[src/rtl/sparse_mul_arbiter.sv]
// Round-robin arbiter that time-shares one sparse multiplier between NREQ requesters,
// latching the winner's operands and returning the product (or a watchdog abort) to it.
module sparse_mul_arbiter #(
    parameter int NREQ    = 3,
    parameter int R       = 127,
    parameter int W       = 5,
    parameter int POS_W   = 8,
    parameter int TIMEOUT = 64,
    parameter int IDW     = 2
) (
    input  logic                    clk,
    input  logic                    rst,
    input  logic [NREQ-1:0]         req,
    input  logic [NREQ*R-1:0]       req_b,
    input  logic [NREQ*W*POS_W-1:0] req_pos,
    output logic [NREQ-1:0]         rsp_valid,
    output logic [R-1:0]            rsp_c,
    output logic                    rsp_err,
    output logic [IDW-1:0]          grant_id,
    output logic                    busy,
    output logic                    timeout_err,
    output logic                    mul_start,
    output logic [R-1:0]            mul_b,
    output logic [W*POS_W-1:0]      mul_pos,
    input  logic [R-1:0]            mul_c,
    input  logic                    mul_done
);

    localparam int WDW = $clog2(TIMEOUT);

    typedef enum logic [1:0] {IDLE, WAIT, RESP} state_t;

    state_t         state;
    logic [IDW-1:0] last;
    logic [IDW-1:0] winner;
    logic [IDW-1:0] idx;
    logic           found;
    logic [WDW-1:0] wdog;

    // Scan requesters starting just after the previous owner so nobody starves.
    always_comb begin
        winner = last;
        found  = 1'b0;
        idx    = '0;
        for (int k = 1; k <= NREQ; k++) begin
            idx = IDW'((int'(last) + k) % NREQ);
            if (!found && req[idx]) begin
                winner = idx;
                found  = 1'b1;
            end
        end
    end

    always_ff @(posedge clk) begin
        if (rst) begin
            state       <= IDLE;
            rsp_valid   <= '0;
            rsp_c       <= '0;
            rsp_err     <= 1'b0;
            grant_id    <= '0;
            busy        <= 1'b0;
            timeout_err <= 1'b0;
            mul_start   <= 1'b0;
            mul_b       <= '0;
            mul_pos     <= '0;
            last        <= IDW'(NREQ - 1);
            wdog        <= '0;
        end else begin
            case (state)
                IDLE: begin
                    if (found) begin
                        grant_id  <= winner;
                        last      <= winner;
                        mul_b     <= req_b[winner*R +: R];
                        mul_pos   <= req_pos[winner*W*POS_W +: W*POS_W];
                        mul_start <= 1'b1;
                        wdog      <= '0;
                        busy      <= 1'b1;
                        state     <= WAIT;
                    end
                end
                WAIT: begin
                    mul_start <= 1'b0;
                    // A done coincident with our own start pulse cannot belong to this op.
                    if (mul_done && !mul_start) begin
                        rsp_c     <= mul_c;
                        rsp_valid <= NREQ'(1) << grant_id;
                        rsp_err   <= 1'b0;
                        state     <= RESP;
                    end else if (wdog == WDW'(TIMEOUT - 1)) begin
                        rsp_c       <= '0;
                        rsp_valid   <= NREQ'(1) << grant_id;
                        rsp_err     <= 1'b1;
                        timeout_err <= 1'b1;
                        state       <= RESP;
                    end else begin
                        wdog <= wdog + 1'b1;
                    end
                end
                RESP: begin
                    rsp_valid <= '0;
                    rsp_err   <= 1'b0;
                    busy      <= 1'b0;
                    state     <= IDLE;
                end
                default: state <= IDLE;
            endcase
        end
    end

endmodule

[config.mk]
export PLATFORM = sky130hd
export DESIGN_NAME = sparse_mul_arbiter
export DESIGN_NICKNAME = d
export VERILOG_FILES = /design/src/rtl/sparse_mul_arbiter.sv
export SDC_FILE = /design/constraint.sdc
export NUM_CORES = 1
export LEC_CHECK = 0
export BUFFER_PORTS_ARGS = -buffer_cell sky130_fd_sc_hd__buf_2
export CELL_PAD_IN_SITES_DETAIL_PLACEMENT = 1
export CELL_PAD_IN_SITES_GLOBAL_PLACEMENT = 1
export CORE_AREA = 2 2 361 363
export DETAILED_ROUTE_END_ITERATION = 8
export DIE_AREA = 0 0 363 365
export GPL_TIMING_DRIVEN = 0
export HOLD_SLACK_MARGIN = 0.12
export PLACE_DENSITY = 0.46
export SYNTH_ARGS = -nofsm -noshare
export SYNTH_HDL_FRONTEND = slang
export SYNTH_SLANG_ARGS = --single-unit
[constraint.sdc]
create_clock -name clk -period 8.82 [get_ports clk]
set_input_delay 0.882 -clock clk [delete_from_list [all_inputs] [get_ports clk]]
set_output_delay 0.882 -clock clk [all_outputs]
set_load 0.02 [all_outputs]
### Word-level counts from Yosys, hierarchy flattened

Index checks and enable logic that the tools add are counted.

| operators by class | value |
|---|---|
| eq/ne operators | 7 |
| add/subtract/negate cells | 4 |
| muxes and demuxes | 31 |
| shift operators | 3 |
| bitwise operators | 1 |
| reductions and logical operators | 19 |
| $mul | 2 |
| $lt $le $gt $ge | 3 |
| div/mod/pow operators | 3 |

Operator list:

| cell | count |
|---|---|
| variable part select 381 x 10 -> 127 bit | 1 |
| two-way mux 127 bit | 2 |
| variable part select 120 x 9 -> 40 bit | 1 |
| modulo 32 x 3 -> 32 bit, second input constant | 3 |
| two-way mux 6 bit | 3 |
| two-way mux 2 bit | 6 |
| case mux 6 bit (2 select lines) | 1 |
| AND reduction 2 bit | 6 |
| < comparator 2 x 3 -> 1 bit, second input constant | 3 |
| multiplier 2 x 7 -> 9 bit, second input constant | 1 |
| two-way mux 1 bit | 9 |
| nonzero test 2 bit | 4 |
| adder 2 x 2 -> 3 bit, second input constant | 2 |
| adder 6 x 1 -> 6 bit, second input constant | 1 |
| binary-select mux 1 bit (select 2 bit) | 3 |
| equality test 6 bit, second input constant | 1 |
| two-way mux 3 bit | 2 |
| != test 2 bit, second input constant | 3 |
| case mux 1 bit (2 select lines) | 3 |
| case mux 3 bit (2 select lines) | 1 |
| multiplier 2 x 3 -> 5 bit, second input constant | 1 |
| case mux 2 bit (2 select lines) | 1 |
| AND reduction 4 bit | 1 |
| adder 2 x 1 -> 3 bit, second input constant | 1 |
| 9 further kinds | 13 |

| storage, ports and cells | value |
|---|---|
| register bits | 313 |
| word-level logic and storage cells | 85 |
| input bits | 634 |
| bits in latches | 0 |
| ROM bits | 0 |
| memories | 0 |
| RAM bits | 0 |

### Longest topological paths before layout

Gate-level depths: netlist (run 1).

| logic depth | value |
|---|---|
| word-level depth | 13 |
| depth in mapped cells | 14 |

### Worst setup path before layout (run 1)

No wires, ideal clock.

| timing | value |
|---|---|
| path kind | register to register |
| from | register, netlist name grant_id[0] |
| to | register mul_b[122] |
| data arrival time | 2.966 ns |
| required time | 8.688 ns |
| cell stages (with the launch flop) | 14 |
| setup time | 0.132 ns |
| clock period less this slack | 3.098 ns |
| buffers on the path | 6 |
| path slack | 5.722 ns |
| path through | dfxtp_1 -> inv_1 -> ha_1 -> clkbuf_1 -> mux2_2 -> buf_2 -> or3_1 -> buf_2 -> a21o_1 -> buf_2 -> buf_2 -> buf_2 -> a32oi_1 -> a21oi_1 |

RTL lines:

| element | line | source |
|---|---|---|
| end signal: assignment | 74 | `mul_b <= req_b[winner*R +: R];` |
| end: declaration | 23 | `output logic [R-1:0] mul_b,` |

==> results.py, run 1 <==
metrics = {
    "pwr": {
        "power.share.sequential_pct": 20.6,
        "p_clk_share_pct": 18.8,
        "p_sw_share_pct": 55.2,
        "power.density_nw_per_um2": 410,
        "power_switching_uw": 5850,
        "intPower_uw": 4740,
        "power.leakage_uw": 0.0103,
        "max-vdd-ir-drop_v": 0.000135,
        "p_comb_share_pct": 60.6,
    },
    "clock_tree": {
        "clock-root-buffer": "clkbuf_16",
        "cts.htree.levels": 2,
        "clkSinkCount": 312,
        "cts_setup_buffers": 0,
        "clock_path_buffers": 3,
        "ctsResizeCount": 0,
        "clk_latency_ns": 0.63,
        "cts_buffers": 45,
        "holdBufCountCts": 0,
        "cts_tree": "built",
        "cts.clk_slew.worst_paths_ns": 0.06,
    },
    "cells_and_area": {
        "drive_gt1_share_pct": 31.9,
        "area_growth_pct": 48.9,
        "final_nets": 3944,
        "register_area_um2": 6250,
        "fillers": 15800,
        "final_core_util_pct": 20.1,
        "multi_input_area_um2": 9780,
    },
    "floorplanning": {
        "ioPinCount": 937,
        "start_util_pct": 13.5,
        "die_area_um2": 132000,
        "std_cell_rows": 132,
        "coreArea_um2": 129000,
        "fp.dieH_um": 365,
        "die_w_um": 363,
    },
    "synthesis": {
        "synthMuxAreaShare_pct": 0.440,
        "synth_flop_cell": "dfxtp_1",
        "yosysUniqueCellTypes": 45,
        "synth_xor_xnor_area_share_pct": 0.152,
        "yosys_warnings": 0,
        "syn_inst": 2323,
        "syn-num-nets": 2962,
        "avgSynthCellArea_um2": 7.46,
        "synth_top_family_by_area": "compound AO/OA/AOI/OAI gates",
        "synth_area_leaders": "dfxtp_1, a21oi_1, a32oi_1",
        "synth.cells.most_frequent": "nand2_1, a21oi_1, dfxtp_1, clkbuf_1, a32oi_1",
        "ys_seq_area_share_pct": 36.0,
        "syn-cell-area_um2": 17300,
        "ys_seq_elements": 312,
        "yosys.area_share.simple_pct": 11.3,
        "synth_edf_count": 0,
        "yosysMostFrequentCell": "nand2_1",
        "synth_top_cell_area_share_pct": 36.0,
        "async_reset_ff_share_pct": 0,
        "synth_fa_ha_area_share_pct": 0.361,
        "yosys.area.top_type": "dfxtp_1",
        "synth_compound_area_share_pct": 44.2,
    },
    "detailed_routing": {
        "wire_per_inst_um": 28.4,
        "drc": 0,
        "drtAntennaViolNets": 0,
        "vias": 23800,
        "drt_wl_total_mm": 143,
        "via_per_inst": 4.71,
        "first_iter_violations": 1535,
        "first_pass_iters": 7,
    },
    "sta": {
        "skew_ns": 0.0408,
        "hold_violations": 0,
        "whs_ns": 0.464,
        "min_period_over_period_pct": 70.0,
        "fin_crit_ns": 6.18,
        "finalSetupTns_ns": 0,
        "fin_ws_ns": 2.64,
        "fmax_ghz": 0.162,
        "worst_slew_pin_slew_ns": 1.31,
        "finalMaxSlewViolations": 0,
        "slew_headroom_pct": 12.4,
        "setup-violations-final": 0,
        "rsz0062_at_grt": "false",
    },
    "placement": {
        "place.detailed.hpwl_mm": 116,
        "pre_cts_slack_ns": 2.45,
        "io_buffer_count": 935,
        "gp_congestion": 0.870,
    },
    "grt": {
        "gr-total-overflow": 0,
        "grt_pass1_wl_mm": 191,
        "grt_use_total_pct": 20.4,
        "grt_max_degree": 15,
        "grt_pass1_vias": 23700,
        "antenna_found_initial": 71,
    },
    "setup_path": {
        "path_buf_inv": 5,
        "startpoint_type": "flop",
        "critPathKind": "flop to flop",
        "cp_top_family": "buffers and inverters",
        "cp_max_fo": 10,
        "slowest_delay_ns": 0.97,
        "crit_top_cell": "clkbuf_1",
        "setup.worst_path.end_class": "flop",
        "crit_slowest_cell": "a311oi_1",
        "worstPathArrival_ns": 6.66,
        "crit_chain": "inv_1, ha_1, clkbuf_1, mux2_2, buf_2, a311oi_1, clkbuf_2, clkbuf_1, o22ai_1, o21ai_0, a21oi_1",
        "worstPathRequired_ns": 9.30,
    },
    "worst_hold_path": {
        "hp-class": "flop to flop",
    },
    "outcome": {
        "status": "finished, final reports clean",
    },
    "job": {
        "maxCapViolations": 0,
    },
}
tightest hold or removal path, cell delays in order, from the launching register on:
cell and delay (ns):
dfxtp_1 0.31, nand2_1 0.05, a21oi_1 0.06
flip-flops by register name, summed over array words and instances (netlist names):
register / flops
wdog: 6
grant_id: 2
state: 2
mul_b: 127
rsp_c: 127
rsp_err: 1
busy: 1
last: 1
mul_start: 1
timeout_err: 1
rsp_valid: 3
mul_pos: 40
final cells by class:
cell class	count	share of cell area, %
Multi-Input combinational cell	1681	37.9
Sequential cell	312	24.2
Timing Repair Buffer	935	18.1
Tap cell	1675	8.12
Clock buffer	66	5.10
Buffer	325	5.04
Clock inverter	17	1.10
Antenna cell	34	0.330
Inverter	5	0.0727
layer usage:
metal / up-vias / global-route usage [%] / part of all wire, %
met5: - / 0 / 0.24
met4: 52 / 4.20 / 1.9
met3: 187 / 6.09 / 8.4
met2: 842 / 34.9 / 48
met1: 11800 / 25.1 / 41
li1: 11000 / - / -
stage by stage:
stage	total power (uW)	area [um2]	cells
final	10600	25800	5050
after global placement	8630	24100	4933
after CTS	10700	25700	5016
after global routing	11300	25800	5029
after detailed placement	8640	24100	4933
after floorplan	5720	17300	2323
path summary, 6_finish.rpt:
check	from	to	slack [ns]	cells after the start
worst max-delay path	grant_id[0]$_SDFFE_PP0P_	mul_b[48]$_SDFFE_PP0P_	2.64	11
worst min-delay path	busy$_SDFFE_PP0P_	busy$_SDFFE_PP0P_	0.46	2
worst max register to register	grant_id[0]$_SDFFE_PP0P_	mul_b[48]$_SDFFE_PP0P_	2.64	11
worst min register to register	busy$_SDFFE_PP0P_	busy$_SDFFE_PP0P_	0.46	2
power by group through the flow:
stage                     registers [uW]  clock network, uW  logic, uW
after floorplan                     2670                  0       3050
after global placement              2200                  0       6430
after detailed placement            2200                  0       6440
after CTS                           2180               2060       6450
after global routing                2230               2110       6910
final                               2180               2000       6410
kinds of logic (layout without fill, tap and decap cells):
logic type                 count (synthesis)  count (layout)
AOI/OAI and AO/OA                       1157            1157
xor gates and xnor gates                   3               3
adders and majority gates                  5               5
buffers and inverters                    330            1348
DFF                                      312             312
muxes                                      7               7
other                                      0              34
and+or+nand+nor                          509             509
cell usage in the layout, fill, tap and decap left out, types with 6 or more instances in the layout:
| cell type | count |
|---|---|
| a22oi_1 | 127 |
| a32oi_1 | 170 |
| clkinv_2 | 7 |
| buf_4 | 6 |
| buf_2 | 969 |
| o21ai_0 | 7 |
| o21ai_1 | 162 |
| nor2_1 | 146 |
| clkbuf_1 | 274 |
| clkbuf_2 | 12 |
| o41ai_1 | 167 |
| nand2_1 | 341 |
| a21oi_1 | 340 |
| clkbuf_16 | 45 |
| clkbuf_8 | 11 |
| o22ai_1 | 167 |
| dfxtp_1 | 312 |
| diode_2 | 34 |
| buf_1 | 9 |
(Power assumes the default switching activity.)
==> inputs of run 2 (changes only) <==
ABC_AREA = 1   (was default)
CORE_AREA = 2 2 365 367   (was 2 2 361 363)
DIE_AREA = 0 0 367 369   (was 0 0 363 365)
clock period = 6.2 ns   (was 8.82 ns; I/O delays follow)
==> results.py, run 2 <==
metrics = {
    "placement": {
        "io_buffer_count": 935,
        "gp_congestion": 0.823,
        "place.detailed.hpwl_mm": 100,
        "post-place-cells": 5409,
    },
    "synthesis": {
        "synth.cells.most_frequent": "nand2_1, nor2_1, nand3_1, dfxtp_1, a21oi_1",
        "syn-cell-area_um2": 16500,
        "ys_seq_elements": 312,
        "synth_area_leaders": "dfxtp_1, nand2_1, nand3_1",
        "yosys_warnings": 0,
        "synth_compound_area_share_pct": 9.76,
        "yosysUniqueCellTypes": 25,
        "synth_flop_cell": "dfxtp_1",
        "synthMuxAreaShare_pct": 0,
        "synth_top_cell_area_share_pct": 37.8,
        "ys_seq_area_share_pct": 37.8,
        "syn-num-nets": 3358,
        "synth_edf_count": 0,
        "yosys.area.top_type": "dfxtp_1",
        "async_reset_ff_share_pct": 0,
        "synth_xor_xnor_area_share_pct": 0,
        "avgSynthCellArea_um2": 6.08,
        "synth_fa_ha_area_share_pct": 0.378,
        "synth_top_family_by_area": "simple AND/OR/NAND/NOR gates",
        "yosysMostFrequentCell": "nand2_1",
        "yosys.area_share.simple_pct": 42.0,
        "syn_inst": 2719,
    },
    "cells_and_area": {
        "multi_input_area_um2": 8620,
        "largestRegisters": "mul_b x127, rsp_c x127, mul_pos x40",
        "layout_common_cells": "buf_2, nand2_1, nor2_1",
        "final_nets": 4342,
        "register_area_um2": 6250,
        "final_cells": 5508,
        "final_common_cell": "buf_2",
        "drive_gt1_share_pct": 29.7,
        "fillers": 16700,
        "area_growth_pct": 51.5,
    },
    "detailed_routing": {
        "drt_wl_total_mm": 122,
        "vias": 21700,
        "first_pass_iters": 5,
        "drtAntennaViolNets": 0,
        "drc": 0,
        "wire_per_inst_um": 22.1,
        "first_iter_violations": 842,
        "via_per_inst": 3.94,
    },
    "grt": {
        "grt_pass1_wl_mm": 168,
        "grt_max_degree": 15,
        "grtUsageMet1_pct": 18.5,
        "grt_use_met3_pct": 6.99,
        "met2_usage_pct": 31.3,
        "gr-total-overflow": 0,
        "grt_use_total_pct": 17.2,
        "grt-busiest-layer": "met2",
        "antenna_found_initial": 57,
        "grt_pass1_vias": 22600,
    },
    "pwr": {
        "power_uw": 14300,
        "power.leakage_uw": 0.0118,
        "power.density_nw_per_um2": 570,
        "max-vdd-ir-drop_v": 0.000191,
    },
    "clock_tree": {
        "clkSinkCount": 312,
        "holdBufCountCts": 0,
        "cts.htree.levels": 2,
        "cts_buffers": 47,
        "cts_tree": "built",
        "clk_latency_ns": 0.63,
        "clock_path_buffers": 3,
        "cts_setup_buffers": 0,
        "cts.clk_slew.worst_paths_ns": 0.06,
        "ctsResizeCount": 0,
        "clock-root-buffer": "clkbuf_16",
    },
    "sta": {
        "slew_headroom_pct": 15.9,
        "hold_violations": 0,
        "setup-violations-final": 0,
        "fin_crit_ns": 4.04,
        "finalMaxSlewViolations": 0,
        "fmax_ghz": 0.248,
        "min_period_over_period_pct": 65.2,
        "rsz0062_at_grt": "false",
        "skew_ns": 0.0204,
        "finalSetupTns_ns": 0,
        "worst_slew_pin_slew_ns": 1.26,
    },
    "floorplanning": {
        "die_w_um": 367,
        "die_area_um2": 135000,
        "fp.dieH_um": 369,
        "std_cell_rows": 133,
        "start_util_pct": 12.6,
        "coreArea_um2": 131000,
        "ioPinCount": 937,
    },
    "outcome": {
        "status": "finished, final reports clean",
    },
    "setup_path": {
        "cp_max_fo": 10,
        "setup.worst_path.end_class": "flop",
        "critPathKind": "flop to flop",
        "worstPathRequired_ns": 6.74,
        "worst_r2r_path_depth": 15,
        "startpoint_type": "flop",
        "worstPathArrival_ns": 4.58,
    },
    "worst_hold_path": {
        "whs_path_depth": 3,
        "hp-class": "input port to flop",
    },
    "job": {
        "maxCapViolations": 0,
    },
}
==> run 2: cell type report <==
| class | instances | area share [%] |
|---|---|---|
| Antenna cell | 16 | 0.160 |
| Buffer | 221 | 3.84 |
| Clock buffer | 70 | 5.48 |
| Clock inverter | 13 | 0.933 |
| Inverter | 191 | 2.86 |
| Multi-Input combinational cell | 1995 | 34.4 |
| Sequential cell | 312 | 24.9 |
| Tap cell | 1755 | 8.76 |
| Timing Repair Buffer | 935 | 18.7 |
==> run 2: per-layer routing <==
metal	vias up	wire, um
met5	-	429
met3	182	11000
met2	696	60900
met1	10100	46700
li1	10700	-
met4	68	2550
==> run 2: critical path: stages, from the launching register on <==
cell and delay, ns:
dfxtp_1 0.45, inv_1 0.16, ha_1 0.41, inv_2 0.09, nand2_1 0.10, nand3_2 0.08
nand2_2 0.15, nand2_1 0.10, nand3_1 0.11, nand3_2 0.35, nand2_2 0.45, clkbuf_1 0.80
nand2_1 0.12, nand2_1 0.21, nand2_1 0.18, a21oi_1 0.17
==> run 2: final timing paths <==
kind                                            endpoint  slack [ns]                startpoint
worst max register to register  mul_pos[16]$_SDFFE_PP0P_        2.16  grant_id[0]$_SDFFE_PP0P_
worst min-delay path               rsp_c[0]$_SDFFE_PP0P_        0.26                  mul_c[0]
worst max-delay path            mul_pos[16]$_SDFFE_PP0P_        2.16  grant_id[0]$_SDFFE_PP0P_
worst min register to register  timeout_err$_SDFFE_PP0P_        0.45  timeout_err$_SDFFE_PP0P_
==> run 2: cells by family after synthesis <==
| family | count (synthesis) |
|---|---|
| AND/OR/NAND/NOR | 1672 |
| buffers and inverters | 412 |
| AO/OA/AOI/OAI | 318 |
| flip-flops | 312 |
| adder cells (fa/ha/maj) | 5 |
==> run 2: through the flow <==
step / area, um2 / worst slack (ns) / utilization, % / hold slack, ns
final: 25100 / 2.16 / 19.1 / 0.257
after detailed placement: 23400 / 2.07 / 17.9 / 0.445
after global routing: 25000 / 1.85 / 19.1 / 0.216
after floorplan: 16500 / 3.91 / - / 0.466
after global placement: 23400 / 2.10 / 17.9 / 0.441
after CTS: 25000 / 2.03 / 19.1 / 0.192
==> run 2: where the power goes <==
part           internal [uW]  switching, uW
clock                   1700           1160
combinational           2380           6420
sequential              2420            208
total                   6510           7790
